File: src/rtl/divclk_monitor_pkg.sv
// ----------------------------------------------------------------------------
// divclk_monitor_pkg
//   Shared definitions for the divided-clock monitor.
//   - state_t   : monitor FSM states. The encodings are fixed so divider benches
//                 can decode the status from a raw 2-bit value.
//   - low_bound : lower edge of the tolerance window, clamped at zero so a
//                 tolerance wider than the expected half-period cannot wrap.
// ----------------------------------------------------------------------------
package divclk_monitor_pkg;

    typedef enum logic [1:0] {
        ST_IDLE    = 2'd0,
        ST_ACQUIRE = 2'd1,
        ST_TRACK   = 2'd2,
        ST_LOCKED  = 2'd3
    } state_t;

    // Lower tolerance bound. It saturates at zero instead of going negative.
    function automatic int unsigned low_bound(input int unsigned exp_half,
                                              input int unsigned tol);
        return (exp_half > tol) ? (exp_half - tol) : 0;
    endfunction

endpackage

File: src/rtl/divclk_monitor_edge_sync.sv
// ----------------------------------------------------------------------------
// edge_sync
//   Brings a possibly asynchronous 1-bit level into the clk domain through a
//   two-flop synchronizer. It then flags every change of the synchronized
//   level, so both rising and falling edges are reported.
// Ports
//   clk      in   system clock
//   reset    in   synchronous active-high reset, all flops cleared to 0
//   async_in in   raw input level
//   toggled  out  high for one cycle after the synchronized level changes
// ----------------------------------------------------------------------------
module edge_sync (
    input  logic clk,
    input  logic reset,
    input  logic async_in,
    output logic toggled
);

    logic sync1;
    logic sync2;
    logic prev;

    // Two synchronizer stages followed by a history flop. The history flop
    // lets a change of the synchronized level be detected one cycle after
    // it appears.
    always_ff @(posedge clk) begin
        if (reset) begin
            sync1 <= 1'b0;
            sync2 <= 1'b0;
            prev  <= 1'b0;
        end else begin
            sync1 <= async_in;
            sync2 <= sync1;
            prev  <= sync2;
        end
    end

    // A rising edge and a falling edge both count as one half-period boundary.
    assign toggled = sync2 ^ prev;

endmodule

File: src/rtl/divclk_monitor.sv
// ----------------------------------------------------------------------------
// divclk_monitor
//   Receive-side checker for a divided square wave. It measures every
//   half-period in clk cycles and checks each one against the expected value
//   +/- TOL. It raises locked after LOCK_COUNT good half-periods in a row.
// Ports
//   clk          in   system clock
//   reset        in   synchronous active-high reset
//   enable       in   1 = monitor runs; 0 = idle with locked forced low
//   sig_in       in   divided square wave, may be asynchronous to clk
//   half_period  out  last completed measurement, held between measurements
//   meas_valid   out  one-cycle pulse when half_period is updated
//   locked       out  LOCK_COUNT consecutive in-tolerance measurements seen
//   err          out  one-cycle pulse on an out-of-tolerance edge or a timeout
// ----------------------------------------------------------------------------
module divclk_monitor
    import divclk_monitor_pkg::*;
#(
    parameter int EXP_HALF   = 5000000,
    parameter int TOL        = 2,
    parameter int LOCK_COUNT = 4,
    parameter int CNT_W      = 23
) (
    input  logic             clk,
    input  logic             reset,
    input  logic             enable,
    input  logic             sig_in,
    output logic [CNT_W-1:0] half_period,
    output logic             meas_valid,
    output logic             locked,
    output logic             err
);

    localparam int GOOD_W = $clog2(LOCK_COUNT + 1);

    localparam logic [CNT_W:0]    LO_BOUND  = (CNT_W+1)'(low_bound(EXP_HALF, TOL));
    localparam logic [CNT_W:0]    HI_BOUND  = (CNT_W+1)'(EXP_HALF + TOL);
    localparam logic [CNT_W:0]    TIMEOUT   = (CNT_W+1)'(EXP_HALF + TOL + 1);
    localparam logic [GOOD_W-1:0] GOOD_LAST = GOOD_W'(LOCK_COUNT - 1);
    localparam logic [GOOD_W-1:0] GOOD_MAX  = GOOD_W'(LOCK_COUNT);

    state_t            state;
    state_t            state_next;
    logic [CNT_W-1:0]  cnt;
    logic [CNT_W-1:0]  cnt_next;
    logic [GOOD_W-1:0] good;
    logic [GOOD_W-1:0] good_next;
    logic              meas_valid_next;
    logic              err_next;
    logic              locked_next;
    logic              toggled;
    logic              in_tol;
    logic              timed_out;

    edge_sync u_edge_sync (
        .clk      (clk),
        .reset    (reset),
        .async_in (sig_in),
        .toggled  (toggled)
    );

    // The counter value in an edge cycle is the measured half-period. The
    // window test uses one extra bit so that neither bound can wrap.
    // A timeout only counts when there is no edge in that cycle, so an edge
    // that lands exactly at the limit is still measured.
    assign in_tol    = ({1'b0, cnt} >= LO_BOUND) && ({1'b0, cnt} <= HI_BOUND);
    assign timed_out = ({1'b0, cnt} == TIMEOUT) && !toggled;

    // State register.
    always_ff @(posedge clk) begin
        if (reset) begin
            state <= ST_IDLE;
        end else begin
            state <= state_next;
        end
    end

    // Next-state logic. Dropping enable returns to IDLE from any state.
    // ACQUIRE waits for one edge only to start the counter. A timeout while
    // tracking sends the FSM back to ACQUIRE, because the phase is lost.
    always_comb begin
        state_next = state;
        if (!enable) begin
            state_next = ST_IDLE;
        end else begin
            unique case (state)
                ST_IDLE: begin
                    state_next = ST_ACQUIRE;
                end
                ST_ACQUIRE: begin
                    if (toggled) begin
                        state_next = ST_TRACK;
                    end
                end
                ST_TRACK: begin
                    if (toggled) begin
                        if (in_tol && (good == GOOD_LAST)) begin
                            state_next = ST_LOCKED;
                        end
                    end else if (timed_out) begin
                        state_next = ST_ACQUIRE;
                    end
                end
                ST_LOCKED: begin
                    if (toggled) begin
                        if (!in_tol) begin
                            state_next = ST_TRACK;
                        end
                    end else if (timed_out) begin
                        state_next = ST_ACQUIRE;
                    end
                end
                default: begin
                    state_next = ST_IDLE;
                end
            endcase
        end
    end

    // Output and datapath next values.
    // - Every edge restarts the counter at 1.
    // - Between edges the counter counts up and saturates.
    // - The good counter saturates at LOCK_COUNT.
    // - locked rises in the same cycle as the meas_valid pulse that completes
    //   the run of good measurements.
    always_comb begin
        cnt_next        = toggled ? CNT_W'(1) : ((cnt == '1) ? cnt : cnt + 1'b1);
        good_next       = good;
        meas_valid_next = 1'b0;
        err_next        = 1'b0;
        locked_next     = locked;
        if (!enable) begin
            cnt_next    = '0;
            good_next   = '0;
            locked_next = 1'b0;
        end else begin
            unique case (state)
                ST_IDLE: begin
                    cnt_next    = '0;
                    good_next   = '0;
                    locked_next = 1'b0;
                end
                ST_ACQUIRE: begin
                    locked_next = 1'b0;
                end
                ST_TRACK, ST_LOCKED: begin
                    if (toggled) begin
                        meas_valid_next = 1'b1;
                        if (in_tol) begin
                            good_next   = (good == GOOD_MAX) ? good : good + 1'b1;
                            locked_next = (state == ST_LOCKED) || (good == GOOD_LAST);
                        end else begin
                            good_next   = '0;
                            err_next    = 1'b1;
                            locked_next = 1'b0;
                        end
                    end else if (timed_out) begin
                        good_next   = '0;
                        err_next    = 1'b1;
                        locked_next = 1'b0;
                    end
                end
                default: begin
                    locked_next = 1'b0;
                end
            endcase
        end
    end

    // Registered datapath and outputs. half_period only loads on a
    // measurement, so it keeps its value across idle periods and timeouts.
    always_ff @(posedge clk) begin
        if (reset) begin
            cnt         <= '0;
            good        <= '0;
            half_period <= '0;
            meas_valid  <= 1'b0;
            err         <= 1'b0;
            locked      <= 1'b0;
        end else begin
            cnt        <= cnt_next;
            good       <= good_next;
            meas_valid <= meas_valid_next;
            err        <= err_next;
            locked     <= locked_next;
            if (meas_valid_next) begin
                half_period <= cnt;
            end
        end
    end

endmodule

File: config.mk
export PLATFORM = sky130hd
export DESIGN_NAME = divclk_monitor
export DESIGN_NICKNAME = d
export VERILOG_FILES = /design/src/rtl/divclk_monitor_pkg.sv /design/src/rtl/divclk_monitor_edge_sync.sv /design/src/rtl/divclk_monitor.sv
export SDC_FILE = /design/constraint.sdc
export NUM_CORES = 1
export LEC_CHECK = 0
export ABC_AREA = 1
export BUFFER_PORTS_ARGS = -buffer_cell sky130_fd_sc_hd__buf_4
export CAP_MARGIN = 20
export CORE_UTILIZATION = 53
export CTS_CLUSTER_DIAMETER = 120
export DETAILED_ROUTE_END_ITERATION = 12
export PLACE_DENSITY = 0.76
export SYNTH_ARGS = -nofsm -noshare
export SYNTH_HDL_FRONTEND = slang
export SYNTH_SLANG_ARGS = --single-unit
File: constraint.sdc
create_clock -name clk -period 1.6 [get_ports clk]
set_clock_uncertainty 0.15 [all_clocks]
set_input_delay 0.24 -clock clk [delete_from_list [all_inputs] [get_ports clk]]
set_output_delay 0.24 -clock clk [all_outputs]
set_load 0.005 [all_outputs]
Word-level counts from Yosys, hierarchy flattened --
Cells that the tools add are included.
Word-level totals: bits in writable memories 0, output and inout bits 26, memory bits (read-only) 0, bits in latches 0, register bits 57, memories kept 0, bits of input ports 4
Cells by class: mux-type cells 24, reduce and logical (&&, ||, !) cells 15, bitwise logic cells 3, $lt $le $gt $ge 2, shift-type cells 0, eq/ne operators 13, divide/modulo/power cells 0, add/sub/neg operators 2, multipliers 0
Operator list (number):
- == test 23 bit (second input constant) | 2
- adder 23 x 1 -> 23 bit (second input constant) | 1
- >= comparator 23 bit (second input constant) | 1
- <= comparator 23 bit (second input constant) | 1
- two-way mux 2 bit | 6
- two-way mux 3 bit | 4
- two-way mux 1 bit | 11
- != test 3 bit (second input constant) | 3
- one-hot mux 2 bit (4 select lines) | 1
- one-hot mux 3 bit (2 select lines) | 1
- AND reduction 3 bit | 2
- OR reduction 2 bit | 3
- OR reduction 3 bit | 2
- == test 2 bit (second input constant) | 2
- != test 2 bit (second input constant) | 2
- != test 4 bit (second input constant) | 1
- OR reduction 4 bit | 1
- adder 3 x 1 -> 3 bit (second input constant) | 1
- == test 3 x 2 -> 1 bit (second input constant) | 1
- == test 3 bit (second input constant) | 1
- logical AND 1 bit | 3
- == test 2 x 1 -> 1 bit (second input constant) | 1
- logical NOT 2 bit | 1
- NOT 1 bit | 2
- other kinds (5) | 5

Logic depth before layout (Yosys ltp) --
depth in word-level cells 6, mapped depth 13

Cells and area by module --
A second synthesis with hierarchy kept.
Unflattened totals: cell total of the unflattened synthesis 449, area, all modules 3123.0 um^2
By module, submodules not included:
- divclk_monitor | seq. area each 1081.0 um^2, area an instance 3025.4 um^2, cells each 436, instances 1
- edge_sync | seq. area each 60.1 um^2, area an instance 97.6 um^2, cells each 13, instances 1

Worst setup path before layout --
No wires, ideal clock.
path type register to register, start point reg cnt[1], end point reg good[2], cell stages (with the launch flop) 11, arrival time 1490 ps, setup slack -153 ps, setup time 113 ps, path through dfxtp_1 > ha_1 > inv_1 > nor3_1 > nand3_1 > nand2_1 > inv_2 > nor2_2 > nand2_1 > o21ai_1 > inv_1
Between the ends: cells in the longest elaborated chain, start to end 5, elaborated cells between the ends (all ways) 11, classes of those cells order compare: 2; eq/ne: 3; mux: 3; reduce/logical: 3
Ends and longest elaborated chain:
- from (decl) | RTL line divclk_monitor.sv:44 | logic [CNT_W-1:0] cnt;
- from (signal assigned) | RTL line divclk_monitor.sv:181 | cnt <= cnt_next;
- >= comparator 23 bit or <= comparator 23 bit (tied branches) | RTL line divclk_monitor.sv:66 | assign in_tol = ({1'b0, cnt} >= LO_BOUND) && ({1'b0, cnt} <= HI_BOUND);
- logical AND 1 bit | RTL line divclk_monitor.sv:66
- two-way mux 3 bit | RTL line divclk_monitor.sv:149 | if (in_tol) begin
- two-way mux 3 bit | RTL line divclk_monitor.sv:147 | if (toggled) begin
- one-hot mux 3 bit (2 select lines) | RTL line divclk_monitor.sv:137 | unique case (state)
- to (signal assigned) | RTL line divclk_monitor.sv:182 | good <= good_next;
- to (decl) | RTL line divclk_monitor.sv:46 | logic [GOOD_W-1:0] good;
Parallel ways exist; a longest one is shown, timed or not. A chain may end at the register's enable or synchronous reset.

Worst setup path after layout --
start point reg cnt[16], end point reg state[0]
Between the ends: cells in the longest elaborated chain, start to end 5, elaborated cells between the ends (all ways) 13, classes of those cells order compare: 2; eq/ne: 3; mux: 4; reduce/logical: 4
Ends and longest elaborated chain:
- >= comparator 23 bit (tied with other cells) | RTL line divclk_monitor.sv:66
- logical AND 1 bit (on tied branches) | RTL line divclk_monitor.sv:66, divclk_monitor.sv:67
- logical AND 1 bit or two-way mux 2 bit (tied branches)
- != test 3 bit (no source line) (tied with other cells)
- AND reduction 3 bit (no source line) or one-hot mux 2 bit (4 select lines) (tied branches)
- to (signal assigned) | RTL line divclk_monitor.sv:74 | state <= state_next;
- to (decl) | RTL line divclk_monitor.sv:42 | state_t state;
Parallel ways exist; a longest one is shown, timed or not.

==> impl_metrics.yaml <==
synth:
  synth_enable_flop_cells: 0
  synth_xor_xnor_area_share_pct: 3.72
  yosys.cell_types.count: 32
  synth-main-ff-cell: "dfxtp_1"
  synthSimpleGateAreaFrac_pct: 32.2
  syn-instance-count: 434
  synth-warning-count: 0
  syn_area_um2: 3020
  synth.area.mux_share_pct: 0
  synth_nets: 443
  async_flop_share_pct: 0
  synth_top_family_by_area: "simple AND/OR/NAND/NOR gates"
  synth-seq-area-share_pct: 37.7
  synth-seq-cells: 57
  avgSynthCellArea_um2: 6.97
  synth-adder-area-share_pct: 2.07
  synth_compound_area_share_pct: 12.1
die:
  fp-row-count: 27
  die_w_um: 77.5
  fp.coreArea_um2: 5510
  start_util_pct: 54.9
  dieArea_um2: 6010
  die_h_um: 77.5
  ios: 30
sta:
  period_needed_ns: 1.83
  max_freq_mhz: 545
  slew_headroom_pct: 74.6
  finalHoldViolations: 0
  holdWs_ns: 0.0454
  fin_ws_ns: -0.234
  finalCritPeriodShare_pct: 115
  report.final.slew_viol_count: 0
  fin_setup_tns_ns: -3.04
  rsz0062_at_grt: "true"
  worst_pin_slew_ns: 0.378
  setup-violations-final: 29
power_and_ir_drop:
  ir_drop_mv: 0.642
  p_per_area_nw_per_um2: 652
  p_total_uw: 2980
  p_leak_uw: 0.00223
worst_hold_path:
  hold_class: "in -> reg"
  hold_start: "enable"
route:
  drtPass1Iterations: 5
  drt-total-wl_um: 10000
  viasPerCell: 5.48
  drtIter0Drc: 348
  final_antenna_net_count: 0
  drc: 0
  num_vias: 3400
  wl_per_cell_um: 16.2
cts:
  clk_path_buf_depth: 2
  clk_latency_ns: 0.35
  cts_buffers: 9
  htreeDepth: 3
  clockRootBuffer: "clkbuf_8"
  cts_tree: "done"
  cts_sinks: 57
  cts.clk_slew.worst_paths_ns: 0.07
cells_and_area:
  fill_cells: 355
  fin_nets: 553
  antenna_cells: 0
  final_cells: 621
  layout-drive-gt1-share_pct: 45.9
  synthToLayoutAreaGrowth_pct: 51.3
critical_path:
  r2r-start: "cnt[16]"
  arrival_ns: 1.93
  end_kind: "flop"
  crit_path_start: "cnt[16]"
  required_ns: 1.69
  crit_fanout: 4
  critPathLaunchType: "flop"
  regToRegSetupSlack_ns: -0.23
  path_class: "reg -> reg"
place:
  dp_cells: 594
  gp_congestion: 0.938
  port-buffer-count: 29
  dp_slack_ns: -0.279
  dpl.hpwl_um: 6460
run:
  cap_violations: 0
grt:
  grt_max_degree: 47
  antenna_found_initial: 0
  grt-ovfl-total: 0
  grt_pass1_vias: 3134
  gr-usage-all-layers_pct: 32.6
  grt_pass1_wl_um: 15000
status:
  violations: "negative setup slack"
  outcome: "finished with violations"
-- report_power, final --
part	internal [uW]	switching, uW	leakage, uW
logic	51.4	78.1	0.00165
clock network	798	633	0.000109
registers	1410	10.4	0.000475
-- synthesized netlist by cell type, types with 2 or more instances --
library cell,number,area [um^2]
nand3_2,2,20.0
nand2_2,4,25.0
nand4_1,12,75.1
buf_2,2,10.0
o211ai_1,22,165
nand3_1,27,135
nor3_2,2,20.0
xor2_1,11,96.3
inv_2,6,22.5
o21ai_1,5,25.0
clkbuf_1,5,18.8
nor2_1,45,169
a31oi_1,5,31.3
nor3_1,9,45.0
ha_1,5,62.6
nand2_1,86,323
nor2_4,3,33.8
o21ai_0,14,70.1
a21oi_1,12,60.1
nor2_2,4,25.0
inv_1,83,312
nor4_1,3,18.8
dfxtp_1,57,1140
nor3_4,2,32.5
-- path summary, 6_finish.rpt --
check,to,cells past startpoint
worst min register to register,u_edge_sync.sync2,2
worst max-delay path,state[0],11
worst min-delay path,meas_valid,3
worst max register to register,state[0],11
-- sequential cells by signal, summed over array words and instances (netlist names) --
name,flops
u_edge_sync.sync2,1
locked,1
u_edge_sync.prev,1
err,1
meas_valid,1
u_edge_sync.sync1,1
good,3
cnt,23
state,2
half_period,23
-- placed cells by master (no fill, tap or decap), drive strengths merged, types with 2 or more instances in the layout --
| master | count |
|---|---|
| buf | 104 |
| nand2 | 91 |
| inv | 89 |
| dfxtp | 57 |
| nor2 | 53 |
| nand3 | 29 |
| o211ai | 22 |
| o21ai | 19 |
| nand4 | 13 |
| nor3 | 13 |
| a21oi | 12 |
| clkbuf | 11 |
| xor2 | 11 |
| a31oi | 5 |
| ha | 5 |
| clkinv | 4 |
| nor4 | 3 |
| dlygate4sd3 | 2 |
-- worst max-delay path, cell delays in order, from the launching register on --
cell	delay, ns
dfxtp_4	0.37
buf_6	0.12
nor2_1	0.09
nand2_1	0.07
nor2_2	0.20
nand3_2	0.15
nand4_4	0.12
nand3_2	0.09
nand2_2	0.11
nand3_2	0.07
nor2_1	0.13
nor2_1	0.06
-- routing by layer --
| metal | track usage (%) | part of all wire, % | wire, um | up-vias |
|---|---|---|---|---|
| met4 | 14.7 | 3.9 | 396 | 0 |
| li1 | - | - | - | 1611 |
| met3 | 5.76 | 6.1 | 614 | 43 |
| met1 | 43.6 | 44 | 4360 | 1588 |
| met5 | 0 | 0 | 0 | - |
| met2 | 51.1 | 46 | 4650 | 158 |
-- layout make-up --
| class | count | area [um^2] | area share, % |
|---|---|---|---|
| Multi-Input combinational cell | 280 | 1890 | 41.3 |
| Timing Repair inverter | 1 | 7.51 | 0.164 |
| Inverter | 89 | 342 | 7.47 |
| Timing Repair Buffer | 106 | 843 | 18.4 |
| Clock inverter | 5 | 53.8 | 1.18 |
| Tap cell | 72 | 90.1 | 1.97 |
| Clock buffer | 11 | 151 | 3.31 |
| Sequential cell | 57 | 1200 | 26.1 |
-- stage by stage --
stage	instance area, um^2	util [%]
after floorplan	3040	-
after global placement	3830	69.6
after detailed placement	3830	69.6
after CTS	4340	78.9
after global routing	4580	83.1
final	4580	83.1
-- logic make-up (layout without fill, tap and decap cells) --
| group | Yosys count | after routing |
|---|---|---|
| simple gates | 203 | 203 |
| buf+inv | 97 | 212 |
| compound gates | 60 | 60 |
| flops | 57 | 57 |
| xor+xnor | 12 | 12 |
| fa+ha+maj | 5 | 5 |
-- repair_timing --
| item | 4_1_cts | 5_1_grt |
|---|---|---|
| endpoints found under the setup margin | 29 | 29 |
| gates resized for setup | 89 | 65 |
| pin swaps | 23 | 24 |
| setup buffers | 8 | 2 |
| cloned | 1 | 0 |
| hold buffers | 2 | 0 |
| endpoints found under the hold margin | 4 | 0 |
Note: power is estimated with default switching activity, not from simulation.
